## src/rtl/otter_intc_pkg.sv

```systemverilog
// Shared types and defaults for the otter_intc interrupt controller.
//   - INTC_BASE_ADDR : default byte address of register 0 (16-byte window)
//   - intc_reg_e     : register selected by bus_addr[3:2]
//   - strb_to_mask   : expands 4 byte-lane strobes into a 32-bit bit mask
package otter_intc_pkg;

  localparam logic [31:0] INTC_BASE_ADDR = 32'h1100_0100;

  typedef enum logic [1:0] {
    REG_PENDING = 2'd0,
    REG_ENABLE  = 2'd1,
    REG_EDGE    = 2'd2,
    REG_CLAIM   = 2'd3
  } intc_reg_e;

  function automatic logic [31:0] strb_to_mask(input logic [3:0] strb);
    return {{8{strb[3]}}, {8{strb[2]}}, {8{strb[1]}}, {8{strb[0]}}};
  endfunction

endpackage

```

## src/rtl/otter_intc_sync_edge.sv

```systemverilog
// Per-source synchroniser with rising-edge detect.
//   i_clk   : system clock
//   i_rst_n : synchronous active-low reset
//   i_src   : asynchronous interrupt source
//   o_s     : synchronised level (last synchroniser stage)
//   o_rise  : one-cycle pulse when o_s goes 0 -> 1
// The prev flop resets to 0, so a source held high across reset is seen
// as one rising edge once it emerges from the synchroniser.
module otter_intc_sync_edge #(
  parameter int unsigned SYNC_STAGES = 2
) (
  input  logic i_clk,
  input  logic i_rst_n,
  input  logic i_src,
  output logic o_s,
  output logic o_rise
);

  logic [SYNC_STAGES-1:0] r_sync;
  logic                   r_prev;

  always_ff @(posedge i_clk) begin
    if (!i_rst_n) begin
      r_sync <= '0;
      r_prev <= 1'b0;
    end else begin
      r_sync <= {r_sync[SYNC_STAGES-2:0], i_src};
      r_prev <= r_sync[SYNC_STAGES-1];
    end
  end

  assign o_s    = r_sync[SYNC_STAGES-1];
  assign o_rise = r_sync[SYNC_STAGES-1] & ~r_prev;

endmodule

```

## src/rtl/otter_intc.sv

```systemverilog
// Memory-mapped interrupt controller driving the MCU's single intrpt input.
// Ports:
//   clk        : system clock
//   rst        : synchronous active-low reset
//   src_irq    : N_SRC asynchronous interrupt sources
//   bus_addr   : byte address (dmem_addr); window is 16 bytes at BASE_ADDR
//   bus_r_en   : read strobe
//   bus_w_en   : write strobe
//   bus_w_strb : byte lanes for writes
//   bus_w_data : write data
//   bus_r_data : registered read data (0 when not selected)
//   bus_sel    : registered; high when bus_r_data belongs to this block
//   intrpt     : registered level request, |(PENDING & ENABLE)
// Registers (word offset): 0x0 PENDING (R, W1C edge bits), 0x4 ENABLE (R/W),
// 0x8 EDGE (R/W, 1 = rising edge), 0xC CLAIM (R, id+1 of lowest active bit;
// the read clears that bit if it is edge mode).
module otter_intc
  import otter_intc_pkg::*;
#(
  parameter int unsigned N_SRC       = 8,
  parameter logic [31:0] BASE_ADDR   = INTC_BASE_ADDR,
  parameter int unsigned SYNC_STAGES = 2
) (
  input  logic             clk,
  input  logic             rst,
  input  logic [N_SRC-1:0] src_irq,
  input  logic [31:0]      bus_addr,
  input  logic             bus_r_en,
  input  logic             bus_w_en,
  input  logic [3:0]       bus_w_strb,
  input  logic [31:0]      bus_w_data,
  output logic [31:0]      bus_r_data,
  output logic             bus_sel,
  output logic             intrpt
);

  logic [N_SRC-1:0] r_pending;
  logic [N_SRC-1:0] r_enable;
  logic [N_SRC-1:0] r_edge;
  logic [31:0]      r_bus_r_data;
  logic             r_bus_sel;
  logic             r_intrpt;

  logic [N_SRC-1:0] w_s;
  logic [N_SRC-1:0] w_rise;

  for (genvar g = 0; g < N_SRC; g++) begin : g_src
    otter_intc_sync_edge #(
      .SYNC_STAGES(SYNC_STAGES)
    ) u_sync (
      .i_clk   (clk),
      .i_rst_n (rst),
      .i_src   (src_irq[g]),
      .o_s     (w_s[g]),
      .o_rise  (w_rise[g])
    );
  end

  // Bus decode
  logic       w_hit;
  logic       w_wr;
  logic       w_rd;
  intc_reg_e  w_reg;
  logic [31:0] w_bmask;
  logic [N_SRC-1:0] w_wmask;
  logic [N_SRC-1:0] w_wbits;

  assign w_hit   = (bus_addr[31:4] == BASE_ADDR[31:4]);
  assign w_wr    = bus_w_en & w_hit;
  assign w_rd    = bus_r_en & w_hit;
  assign w_reg   = intc_reg_e'(bus_addr[3:2]);
  assign w_bmask = strb_to_mask(bus_w_strb);
  assign w_wmask = w_bmask[N_SRC-1:0];
  assign w_wbits = bus_w_data[N_SRC-1:0] & w_wmask;

  // Priority encoder: lowest index of PENDING & ENABLE wins
  logic [N_SRC-1:0] w_active;
  logic [N_SRC-1:0] w_claim_oh;
  logic [5:0]       w_claim_id;
  logic             w_found;

  assign w_active = r_pending & r_enable;

  always_comb begin
    w_claim_oh = '0;
    w_claim_id = '0;
    w_found    = 1'b0;
    for (int unsigned i = 0; i < N_SRC; i++) begin
      if (w_active[i] && !w_found) begin
        w_found       = 1'b1;
        w_claim_id    = 6'(i + 1);
        w_claim_oh[i] = 1'b1;
      end
    end
  end

  // PENDING next state. Edge bits: a rise beats any clear arriving in the
  // same cycle. Level bits simply follow the synchronised source, so W1C
  // and CLAIM cannot touch them.
  logic [N_SRC-1:0] w_w1c;
  logic [N_SRC-1:0] w_claim_clr;
  logic [N_SRC-1:0] w_pending_nxt;

  assign w_w1c       = (w_wr && (w_reg == REG_PENDING)) ? w_wbits : '0;
  assign w_claim_clr = (w_rd && (w_reg == REG_CLAIM)) ? w_claim_oh : '0;

  always_comb begin
    w_pending_nxt = '0;
    for (int unsigned i = 0; i < N_SRC; i++) begin
      if (r_edge[i]) begin
        w_pending_nxt[i] = w_rise[i] | (r_pending[i] & ~w_w1c[i] & ~w_claim_clr[i]);
      end else begin
        w_pending_nxt[i] = w_s[i];
      end
    end
  end

  // Read mux uses current (pre-write) register state
  logic [31:0] w_rdata;

  always_comb begin
    w_rdata = '0;
    case (w_reg)
      REG_PENDING: w_rdata[N_SRC-1:0] = r_pending;
      REG_ENABLE:  w_rdata[N_SRC-1:0] = r_enable;
      REG_EDGE:    w_rdata[N_SRC-1:0] = r_edge;
      REG_CLAIM:   w_rdata[5:0]       = w_claim_id;
      default:     w_rdata            = '0;
    endcase
  end

  always_ff @(posedge clk) begin
    if (!rst) begin
      r_pending    <= '0;
      r_enable     <= '0;
      r_edge       <= '0;
      r_bus_r_data <= '0;
      r_bus_sel    <= 1'b0;
      r_intrpt     <= 1'b0;
    end else begin
      r_pending <= w_pending_nxt;
      if (w_wr && (w_reg == REG_ENABLE)) begin
        r_enable <= (r_enable & ~w_wmask) | w_wbits;
      end
      if (w_wr && (w_reg == REG_EDGE)) begin
        r_edge <= (r_edge & ~w_wmask) | w_wbits;
      end
      r_bus_r_data <= w_rd ? w_rdata : '0;
      r_bus_sel    <= w_rd;
      r_intrpt     <= |(r_pending & r_enable);
    end
  end

  assign bus_r_data = r_bus_r_data;
  assign bus_sel    = r_bus_sel;
  assign intrpt     = r_intrpt;

  // Address bits [1:0], data/strobe lanes above N_SRC are don't-care
  logic w_unused;
  assign w_unused = &{1'b0, bus_addr[1:0], bus_w_data, w_bmask};

endmodule

```

## config.mk

```make
export PLATFORM = sky130hd
export DESIGN_NAME = otter_intc
export DESIGN_NICKNAME = d
export VERILOG_FILES = /design/src/rtl/otter_intc_pkg.sv /design/src/rtl/otter_intc_sync_edge.sv /design/src/rtl/otter_intc.sv
export SDC_FILE = /design/constraint.sdc
export NUM_CORES = 1
export LEC_CHECK = 0
export ABC_AREA = 0
export CAP_MARGIN = 30
export CORE_UTILIZATION = 39
export CTS_BUF_LIST = sky130_fd_sc_hd__clkbuf_2 sky130_fd_sc_hd__clkbuf_4 sky130_fd_sc_hd__clkbuf_8
export CTS_CLUSTER_SIZE = 28
export DETAILED_ROUTE_END_ITERATION = 10
export HOLD_SLACK_MARGIN = 0.12
export PLACE_DENSITY = 0.78
export SLEW_MARGIN = 20
export SYNTH_ARGS = -nofsm -noshare
export SYNTH_HDL_FRONTEND = slang
export SYNTH_SLANG_ARGS = --single-unit
```

## constraint.sdc

```tcl
create_clock -name clk -period 1.9 [get_ports clk]
set_input_delay 0.285 -clock clk [delete_from_list [all_inputs] [get_ports clk]]
set_output_delay 0.285 -clock clk [all_outputs]
set_load 0.01 [all_outputs]
```

==> results.yml <==
run_status:
  status: "finished, violations left"
  violations: "design-rule violations"
worst_setup_path:
  path_buf_inv: 2
  cp.arrival_ns: 2.06
  cp-end-kind: "flip-flop"
  r2r_slack_ns: 0.37
  r2r-start: "r_pending[0]"
  cp.required_ns: 2.13
  reg2reg_depth: 5
  cp_max_fo: 8
  slowest_delay_ns: 0.50
  critPathLaunchType: "input port"
  cpMaxStageDelayCell: "or4b_4"
  crit_cells: 7
  critical-path-top-delay-family: "simple AND/OR/NAND/NOR gates"
  timing.rr.end: "intrpt"
  crit_path_cell_trace: "dlygate4sd2_1, or4b_4, or4_4, nor3_4, buf_12, a21oi_2, o211a_1"
  path_class: "in -> reg"
routing:
  first_iter_violations: 127
  ant_nets: 0
  dr.pass1.iters: 8
  vias_per_cell: 4.99
  num_vias: 2204
  wl_per_cell_um: 13.7
  wirelength_um: 6050
  drc_errors: 18
hold_path:
  min_path_type: "reg -> reg"
  hold_end: "g_src[6].u_sync.r_sync[1]"
  min_from: "g_src[6].u_sync.r_sync[0]"
  holdPathStages: 1
clocking:
  clock_path_buffers: 2
  cts_tree: "done"
  cts_root_buffer: "clkbuf_8"
  h-tree-depth: 3
  path_clk_slew_ns: 0.06
  cts_buffers: 9
  cts.sinks: 58
  clk_latency_ns: 0.33
sta:
  fmax_mhz: 545
  hold_viol_final: 0
  skew_ns: 0.00589
  fin_crit_ns: 1.83
  maxSlewViolCount: 0
  setup_violations: 0
  period_share_pct: 96.5
global_routing:
  grt_pass1_vias: 2112
  antenna_found_initial: 0
  grt_overflow_total: 0
  groute.usage.overall_pct: 18.0
  grt_start_max_net_pins: 29
  grt_first_pass_wirelength_um: 9960
yosys:
  synthesis.area_um2: 2620
  yosys_warnings: 0
  netlist_instances: 275
  avgSynthCellArea_um2: 9.52
  synth.distinct_cells: 43
  ys_ff_latch: 58
  yosysSeqAreaShare_pct: 44.4
job:
  max-cap-violations: 0
layout:
  final_core_util_pct: 58.8
  synthToLayoutAreaGrowth_pct: 44.2
  fin_cells: 442
  antenna_cells: 0
  nets: 440
  drive_above_1_share_pct: 16.4
placement:
  dp_hpwl_um: 4290
  gp_congestion: 0.819
  port_buffers: 60
  dp.cells: 423
power_and_ir_drop:
  p_per_area_nw_per_um2: 754
  ir_worst_vdd_mv: 0.492
  power_leakage_nw: 1.60
floorplanning:
  die_area_um2: 7040
  row_count: 29
  dieWidth_um: 83.9
  core_um2: 6420
  fp.dieH_um: 83.9
  initial_core_util_pct: 40.8
  pin_count: 114
## cell usage after synthesis, drive strengths merged
| cell type | count | area (µm²) |
|---|---|---|
| dfxtp | 58 | 1160 |
| and2 | 26 | 163 |
| nand2 | 26 | 97.6 |
| buf | 25 | 185 |
| mux2i | 23 | 230 |
| nor2b | 18 | 113 |
| a21oi | 11 | 55.1 |
| nand3 | 11 | 55.1 |
| nor2 | 11 | 41.3 |
| clkbuf | 9 | 33.8 |
| a211oi | 6 | 45.0 |
| nor4 | 6 | 65.1 |
| a21boi | 4 | 30.0 |
| a22o | 4 | 35.0 |
| inv | 4 | 15.0 |
| nor4b | 4 | 47.6 |
| nand4 | 3 | 33.8 |
| o21ai | 3 | 15.0 |
| or4 | 3 | 26.3 |
| a21o | 2 | 15.0 |
| a22oi | 2 | 15.0 |
| a31oi | 2 | 12.5 |
| nor3 | 2 | 21.3 |
| o211a | 2 | 20.0 |
| a21bo | 1 | 10.0 |
| a221oi | 1 | 8.76 |
| a222oi | 1 | 10.0 |
| a311oi | 1 | 8.76 |
| conb | 1 | 3.75 |
| nand4b | 1 | 8.76 |
| o211ai | 1 | 7.51 |
| o22ai | 1 | 6.26 |
| o31a | 1 | 8.76 |
| or4b | 1 | 13.8 |
## worst reg2reg max path: stages, from the launching register on
cell and delay (ns):
dfxtp_1 0.35, a222oi_1 0.47, nand2_1 0.13, buf_4 0.16, a211oi_1 0.23, nor2b_1 0.07
## layout by cell type (no fill, tap or decap), drive strengths merged, types with 11 or more instances in the layout
cell type | Yosys | routed
nor2 | 11 | 11
and2 | 26 | 26
nor2b | 18 | 18
dfxtp | 58 | 58
clkbuf | 9 | 13
dlymetal6s2s | 0 | 14
nand3 | 11 | 11
mux2i | 23 | 23
clkdlybuf4s50 | 0 | 36
nand2 | 26 | 26
buf | 25 | 25
a21oi | 11 | 11
conb | 1 | 24
## area by class of cell
class / count / area (µm²)
clock inverters: 3 / 68.8
repair buffers: 85 / 837
flip-flops and latches: 58 / 1160
inverters: 4 / 15.0
fillers: 545 / 2650
multi-input cells: 202 / 1420
well taps: 77 / 96.3
clock buffers: 13 / 179
## logic make-up after synthesis
family / Yosys count / share of synthesized area (%)
flip-flops: 58 / 44.4
AND/OR/NAND/NOR: 112 / 26.2
multiplexers: 23 / 8.80
buffers and inverters: 38 / 8.94
AO/OA/AOI/OAI: 43 / 11.6
other: 1 / 0.143
## metal layers
metal | vias to the layer above | share of wire (%) | track usage [%] | wire length, µm
met5 | - | 0 | 0 | 0
li1 | 1093 | - | - | -
met4 | 0 | 2.5 | 6.74 | 153
met1 | 999 | 43 | 21.6 | 2610
met3 | 17 | 7.5 | 7.12 | 451
met2 | 95 | 47 | 29.0 | 2840
## stage by stage
step	setup TNS [ns]	total power, mW	setup slack, ns	hold WS, ns	cell area [µm²]
2_1_floorplan	-0.174	1.40	-0.0480	0.412	2700
3_3_place_gp	-13.63	1.50	-0.524	0.413	3370
3_5_place_dp	-14.84	1.51	-0.558	0.421	3370
4_1_cts	0	2.86	0.00473	0.438	3680
5_1_grt	-0.0105	2.96	-0.0105	0.444	3770
6_report	0	2.85	0.0665	0.433	3770
## power breakdown
part / switching (mW) / internal (mW)
Clock: 0.474 / 0.884
Combinational: 0.109 / 0.129
Sequential: 0.00959 / 1.24
## how the worst max path moves through the flow
| stage | startpoint | endpoint |
|---|---|---|
| 3_3_place_gp | bus_addr[27] | r_pending[3] |
| 5_1_grt | bus_addr[12] | flip-flop |
| 6_report | bus_addr[29] | r_pending[1] |
| 2_1_floorplan | bus_addr[27] | r_pending[1] |
| 4_1_cts | bus_addr[20] | r_pending[5] |
| 3_5_place_dp | bus_addr[27] | r_pending[1] |
## what timing repair did
| action | CTS | global route |
|---|---|---|
| buffers inserted | 3 | 0 |
| pin swaps | 12 | 11 |
| resized for setup | 20 | 24 |
| hold buffers | 0 | 0 |
| setup endpoints to repair | 28 | 32 |
No activity file was read; power rests on OpenSTA's default activity.
